File: src/rtl/otfc_stream_converter.sv
// -----------------------------------------------------------------------------
// rbr_pkg / otfc_stream_converter
//
// Purpose:
//   On-the-fly converter for the tail of MSD-first (online) arithmetic units.
//   It takes a stream of radix-2 signed digits, most significant digit first,
//   K digits per handshake. It keeps the classic Q / QM register pair, where
//   QM = Q - 2^-L. The result is therefore available in two's complement
//   without a carry-propagate adder.
//
// Ports:
//   clk        clock
//   rst        asynchronous, active-high reset
//   start      one-cycle pulse: initialise and begin a conversion (any state)
//   len        digits to convert, sampled on start (0 or >N_DIGITS -> N_DIGITS)
//   in_valid   digit group valid
//   in_ready   converter accepts a digit group (registered, high in CONVERT)
//   digit_in   digit group, index 0 is the most significant / earliest digit
//   out_valid  result available (registered, high in DONE)
//   out_ready  consumer accepts the result
//   q          converted value Q, two's complement, 1 sign + N_DIGITS fraction
//   qm         Q - 2^-L
//   busy       high in CONVERT or DONE
//
// Handshake semantics (both sides): a transfer happens on a rising clk edge
// where valid and ready are both high. A producer holds its payload stable
// while valid is high and ready is low. Ready never depends combinationally
// on valid.
// -----------------------------------------------------------------------------

package rbr_pkg;
  // Radix-2 signed digit, two-bit borrow-save form:
  //   plus & !minus -> +1, !plus & minus -> -1, 00 / 11 -> 0
  typedef struct packed {
    logic plus;
    logic minus;
  } signed_digit;
endpackage

module otfc_stream_converter #(
  parameter int N_DIGITS = 8,
  parameter int K        = 1,
  localparam int WIDTH   = N_DIGITS + 1,
  localparam int LW      = $clog2(N_DIGITS + 1)
) (
  input  logic                            clk,
  input  logic                            rst,
  input  logic                            start,
  input  logic [LW-1:0]                   len,
  input  logic                            in_valid,
  output logic                            in_ready,
  input  rbr_pkg::signed_digit [K-1:0]    digit_in,
  output logic                            out_valid,
  input  logic                            out_ready,
  output logic [WIDTH-1:0]                q,
  output logic [WIDTH-1:0]                qm,
  output logic                            busy
);

  // A group must never straddle the end of the operand.
  generate
    if (K < 1 || (N_DIGITS % K) != 0) begin : g_bad_k
      $error("otfc_stream_converter: K must divide N_DIGITS");
    end
  endgenerate

  // Initial register pair: Q = 0, QM = -1 (sign bit only).
  localparam logic [WIDTH-1:0] Q_INIT  = '0;
  localparam logic [WIDTH-1:0] QM_INIT = {1'b1, {N_DIGITS{1'b0}}};
  localparam logic [WIDTH-1:0] ONE_LSB = {{(WIDTH-1){1'b0}}, 1'b1};

  typedef enum logic [1:0] {
    IDLE    = 2'd0,
    CONVERT = 2'd1,
    DONE    = 2'd2
  } state_t;

  state_t            state;
  logic [WIDTH-1:0]  q_r;
  logic [WIDTH-1:0]  qm_r;
  logic [LW-1:0]     count;   // digits already appended
  logic [LW-1:0]     l_eff;   // latched effective length L

  // ---------------------------------------------------------------------------
  // Effective length: out-of-range requests mean "full length". Otherwise the
  // request is rounded up to whole groups. Because K divides N_DIGITS, the
  // rounded value never exceeds N_DIGITS.
  // ---------------------------------------------------------------------------
  logic [LW-1:0] len_eff_c;
  int            len_rounded;

  always_comb begin
    len_rounded = ((int'(len) + K - 1) / K) * K;
    len_eff_c   = LW'(N_DIGITS);
    if (len != '0 && int'(len) <= N_DIGITS) begin
      len_eff_c = LW'(len_rounded);
    end
  end

  // ---------------------------------------------------------------------------
  // Append chain: the K digits of a group are folded in index order. Each step
  // sees the Q/QM produced by the previous one. Digit i of the group lands at
  // fraction position count+1+i, which is bit N_DIGITS-1-i-count.
  // ---------------------------------------------------------------------------
  logic [WIDTH-1:0] q_nxt;
  logic [WIDTH-1:0] qm_nxt;
  logic [WIDTH-1:0] mask;
  logic [LW-1:0]    sh;

  always_comb begin
    q_nxt  = q_r;
    qm_nxt = qm_r;
    mask   = '0;
    sh     = '0;
    for (int i = 0; i < K; i++) begin
      sh   = LW'(N_DIGITS - 1 - i) - count;
      mask = ONE_LSB << sh;
      if (digit_in[i].plus && !digit_in[i].minus) begin
        // +1: QM takes the old Q, and Q gains the bit.
        qm_nxt = q_nxt;
        q_nxt  = q_nxt | mask;
      end else if (!digit_in[i].plus && digit_in[i].minus) begin
        // -1: Q borrows from QM, and QM is unchanged.
        q_nxt  = qm_nxt | mask;
      end else begin
        // 0: Q is unchanged, and QM gains the bit.
        qm_nxt = qm_nxt | mask;
      end
    end
  end

  // ---------------------------------------------------------------------------
  // Control FSM with registered handshake outputs. start wins over everything,
  // including a same-cycle in_valid and a pending result in DONE.
  // ---------------------------------------------------------------------------
  always_ff @(posedge clk or posedge rst) begin
    if (rst) begin
      state     <= IDLE;
      q_r       <= Q_INIT;
      qm_r      <= QM_INIT;
      count     <= '0;
      l_eff     <= LW'(N_DIGITS);
      in_ready  <= 1'b0;
      out_valid <= 1'b0;
      busy      <= 1'b0;
    end else if (start) begin
      state     <= CONVERT;
      q_r       <= Q_INIT;
      qm_r      <= QM_INIT;
      count     <= '0;
      l_eff     <= len_eff_c;
      in_ready  <= 1'b1;
      out_valid <= 1'b0;
      busy      <= 1'b1;
    end else begin
      case (state)
        IDLE: begin
          in_ready  <= 1'b0;
          out_valid <= 1'b0;
          busy      <= 1'b0;
        end

        CONVERT: begin
          if (in_valid && in_ready) begin
            q_r   <= q_nxt;
            qm_r  <= qm_nxt;
            count <= count + LW'(K);
            if (count + LW'(K) == l_eff) begin
              state     <= DONE;
              in_ready  <= 1'b0;
              out_valid <= 1'b1;
            end
          end
        end

        DONE: begin
          // Q/QM keep their final values after the result is taken.
          if (out_ready) begin
            state     <= IDLE;
            out_valid <= 1'b0;
            busy      <= 1'b0;
          end
        end

        default: begin
          state     <= IDLE;
          in_ready  <= 1'b0;
          out_valid <= 1'b0;
          busy      <= 1'b0;
        end
      endcase
    end
  end

  assign q  = q_r;
  assign qm = qm_r;

endmodule

File: config.mk
export PLATFORM = sky130hd
export DESIGN_NAME = otfc_stream_converter
export DESIGN_NICKNAME = d
export VERILOG_FILES = /design/src/rtl/otfc_stream_converter.sv
export SDC_FILE = /design/constraint.sdc
export NUM_CORES = 1
export LEC_CHECK = 0
export BUFFER_PORTS_ARGS = -buffer_cell sky130_fd_sc_hd__buf_2
export CAP_MARGIN = 20
export CORE_MARGIN = 5
export CORE_UTILIZATION = 45
export CTS_CLUSTER_SIZE = 24
export DETAILED_ROUTE_END_ITERATION = 12
export GPL_TIMING_DRIVEN = 1
export PLACE_DENSITY = 0.67
export SYNTH_ARGS = -nofsm -noshare
export SYNTH_HDL_FRONTEND = slang
export SYNTH_SLANG_ARGS = --single-unit
File: constraint.sdc
create_clock -name clk -period 6.3 [get_ports clk]
set_input_delay 1.26 -clock clk [delete_from_list [all_inputs] [get_ports clk]]
set_output_delay 1.26 -clock clk [all_outputs]
set_load 0.03 [all_outputs]
==> results.sh <==
export IMPL_crit_required_ps=6550
export IMPL_cts_tree="built"
export IMPL_p_clk_share_pct=27.2
export IMPL_synthXorXnorAreaFrac_pct=2.68
export IMPL_met1_usage_pct=18.7
export IMPL_fmax_mhz=405
export IMPL_synth_adder_area_share_pct=4.60
export IMPL_synth_compound_area_share_pct=16.9
export IMPL_setup_violations_final=0
export IMPL_ys_ff_latch=31
export IMPL_p_sw_mw=0.164
export IMPL_dieArea_sq_um=4930
export IMPL_core_region_area_sq_um=3420
export IMPL_drt_iter0_drc=65
export IMPL_grt_pass1_wl_mm=6.65
export IMPL_tightest_slew_ps=625
export IMPL_root_buffer="clkbuf_4"
export IMPL_clkTransAtPathRegs_ps=100
export IMPL_setup_tns_ps=0
export IMPL_drive_gt1_share_pct=22.4
export IMPL_whs_ps=503
export IMPL_numPortBuffers=31
export IMPL_yosys_mux_area_fraction_pct=0
export IMPL_fin_crit_ps=2470
export IMPL_grt_max_degree=37
export IMPL_relSlewSlack_pct=58.4
export IMPL_post_route_util_pct=55.0
export IMPL_grt_util_all_layers_pct=16.6
export IMPL_gr_usage_met3_pct=4.16
export IMPL_crit_chain="buf_2 > nand2b_1 > a21oi_2 > a21oi_1 > a211oi_1"
export IMPL_syn_area_sq_um=1630
export IMPL_cts_resized=0
export IMPL_drc=0
export IMPL_synth_area_top_cells="dfrtp_1 44%, a21oi_1 4.9%, a211oi_1 4.6%"
export IMPL_final_nets=226
export IMPL_power_density_nw_per_um2=261
export IMPL_synthSimpleGateAreaFrac_pct=23.2
export IMPL_worst_ir_drop_vdd_mv=0.158
export IMPL_seq_area_frac_synth_pct=47.7
export IMPL_start_kind="primary input"
export IMPL_critPathSlowestCell="a21oi_2"
export IMPL_synth_nets=196
export IMPL_antenna_found_initial=0
export IMPL_grt_util_met2_pct=29.8
export IMPL_syn2layout_area_growth_pct=15.1
export IMPL_dpl_hpwl_mm=2.64
export IMPL_io_pins=32
export IMPL_holdCritStartpoint="l_eff[3]$_DFFE_PP1P_"
export IMPL_cts_sinks=31
export IMPL_start_util_pct=47.8
export IMPL_syn_area_per_cell_sq_um=9.11
export IMPL_first_pass_iters=6
export IMPL_drv_cap=0
export IMPL_whs_path_depth=2
export IMPL_ys_warnings_count=0
export IMPL_cp_num_buf_inv=1
export IMPL_clk_latency_ps=330
export IMPL_n_antenna_cell=0
export IMPL_hold_viol=0
export IMPL_combPwrFrac_pct=24.9
export IMPL_worstSetupPathType="primary input to flip-flop"
export IMPL_grt_pass1_vias=1472
export IMPL_post_cts_buffers=0
export IMPL_yosys_area_top_type="dfrtp_1"
export IMPL_worst_setup_path_end_kind="flip-flop"
export IMPL_grt_overflow=0
export IMPL_num_vias=1406
export IMPL_top_usage_layer="met2"
export IMPL_slew_violations=0
export IMPL_hold_path_end="l_eff[3]$_DFFE_PP1P_"
export IMPL_htreeDepth=2
export IMPL_r2r_start="count[0]$_DFFE_PP0P_"
export IMPL_clock_path_buffers=2
export IMPL_r2r_end="in_ready$_DFFE_PP0P_"
export IMPL_cts_buffers=5
export IMPL_synth_top_family_by_area="simple AND/OR/NAND/NOR gates"
export IMPL_ctsHoldBuffers=0
export IMPL_rsz0062_at_grt="no"
export IMPL_postSynthCellCount=179
export IMPL_seqPwrFrac_pct=47.9
export IMPL_rr_worst_depth=5
export IMPL_skew_ps=9.01
export IMPL_rows=21
export IMPL_die_width_um=70.2
export IMPL_synth_cell_types=31
export IMPL_slowest_delay_ps=550
export IMPL_fp_dieH_um=70.2
export IMPL_vias_per_cell=5.49
export IMPL_cp_arrival_ps=2720
export IMPL_gp_congestion=0.752
export IMPL_hold_path_class="flip-flop to flip-flop"
export IMPL_cp_top_family="compound AO/OA/AOI/OAI gates"
export IMPL_r2r_slack_ps=4090
export IMPL_finalCritPeriodShare_pct=39.2
export IMPL_synth_top_cell_area_share_pct=44.5
export IMPL_drt_wirelength_per_cell_um=14.5
export IMPL_path_max_fanout=17
export IMPL_p_int_mw=0.325
export IMPL_switching_share_pct=33.6
export IMPL_fill_cells=350
export IMPL_status="finished, final reports clean"
export IMPL_ant_nets=0
export IMPL_routed_wl_mm=3.70
export IMPL_p_leak_nw=0.903
## cell type report
cell class / instances / area (sq um) / share of cell area [%]
Sequential cell: 31 / 778 / 41.4
Multi-Input combinational cell: 129 / 773 / 41.2
Timing Repair Buffer: 32 / 163 / 8.66
Clock buffer: 8 / 68.8 / 3.66
Tap cell: 46 / 57.6 / 3.06
Inverter: 10 / 37.5 / 2.00
## sequential cells by signal, indices dropped and copies added, names as in the netlist
name / flops
in_ready: 1
l_eff: 4
q: 9
state: 2
qm: 9
busy: 1
count: 4
out_valid: 1
## synth_stat cells
cell type	count
nand3_1	4
or4_4	1
clkbuf_1	7
or3b_2	3
nor3b_1	2
a21o_1	1
o21ai_0	3
or3_1	1
nand2b_1	6
o21bai_1	1
nor3_1	10
nand4b_1	1
buf_2	1
a21oi_2	2
nor2_1	20
ha_1	6
dfstp_2	2
nand2_1	18
xor2_1	1
a311o_1	1
a211oi_1	10
xnor2_1	4
dfrtp_1	29
nand3b_1	4
nor2b_1	2
and3b_1	1
and4b_1	1
a21oi_1	16
inv_1	10
o22ai_1	10
buf_6	1
## per-stage QoR
step	instances	power (mW)	cell area (sq um)	worst slack [ps]
6_report	256	0.490	1880	3830
5_1_grt	256	0.520	1880	3730
4_1_cts	256	0.494	1880	3850
3_5_place_dp	248	0.361	1810	3470
3_3_place_gp	248	0.356	1810	3580
2_1_floorplan	179	0.327	1630	4000
## worst max path at each step
stage                            from                    to  depth (start not counted)
after global placement    digit_in[0]      q[0]$_DFFE_PP0P_                          5
final                     digit_in[0]      q[0]$_DFFE_PP0P_                          5
after detailed placement  digit_in[0]      q[0]$_DFFE_PP0P_                          5
after global routing      digit_in[0]      q[4]$_DFFE_PP0P_                          5
after floorplan              in_valid  in_ready$_DFFE_PP0P_                          3
after CTS                 digit_in[0]      q[0]$_DFFE_PP0P_                          5
## placed cells by master (no fill, tap or decap), types with 2 or more instances in the layout
cell      Yosys  layout
a211oi_1     10      10
a21oi_1      16      16
a21oi_2       2       2
buf_2         1      31
clkbuf_4      0       5
clkbuf_8      0       2
dfrtp_1      29      29
dfstp_2       2       2
ha_1          6       6
inv_1        10      10
nand2_1      18      18
nand2b_1      6       6
nand3_1       4       4
nand3b_1      4       4
nor2_1       20      20
nor2b_1       2       2
nor3_1       10      10
nor3b_1       2       2
o21ai_0       3       3
o22ai_1      10      10
or3b_2        3       3
xnor2_1       4       4
## cells by family after synthesis
kind of cell    count (synthesis)
flops                          31
xor+xnor                        5
compound gates                 44
fa+ha+maj                       6
buf+inv                        19
simple gates                   74
## power by group through the flow
| stage | sequential [mW] | combinational (mW) | clock, mW |
|---|---|---|---|
| floorplan | 0.257 | 0.0701 | 0 |
| global placement | 0.237 | 0.119 | 0 |
| detailed placement | 0.238 | 0.122 | 0 |
| CTS | 0.234 | 0.123 | 0.137 |
| global route | 0.238 | 0.136 | 0.146 |
| finish | 0.234 | 0.122 | 0.133 |
## worst min-delay path, cell delays in order, from the launching register on
cell	delay (ps)
dfstp_2	390
nor2_1	80
a21oi_1	40
## layer usage
layer | wire length [um] | vias up | share of wire, %
li1 | - | 685 | -
met1 | 1610 | 682 | 44
met2 | 1860 | 31 | 50
met3 | 173 | 8 | 4.7
met4 | 57 | 0 | 1.5
met5 | 0 | - | 0
No activity file was read; power rests on OpenSTA's default activity.
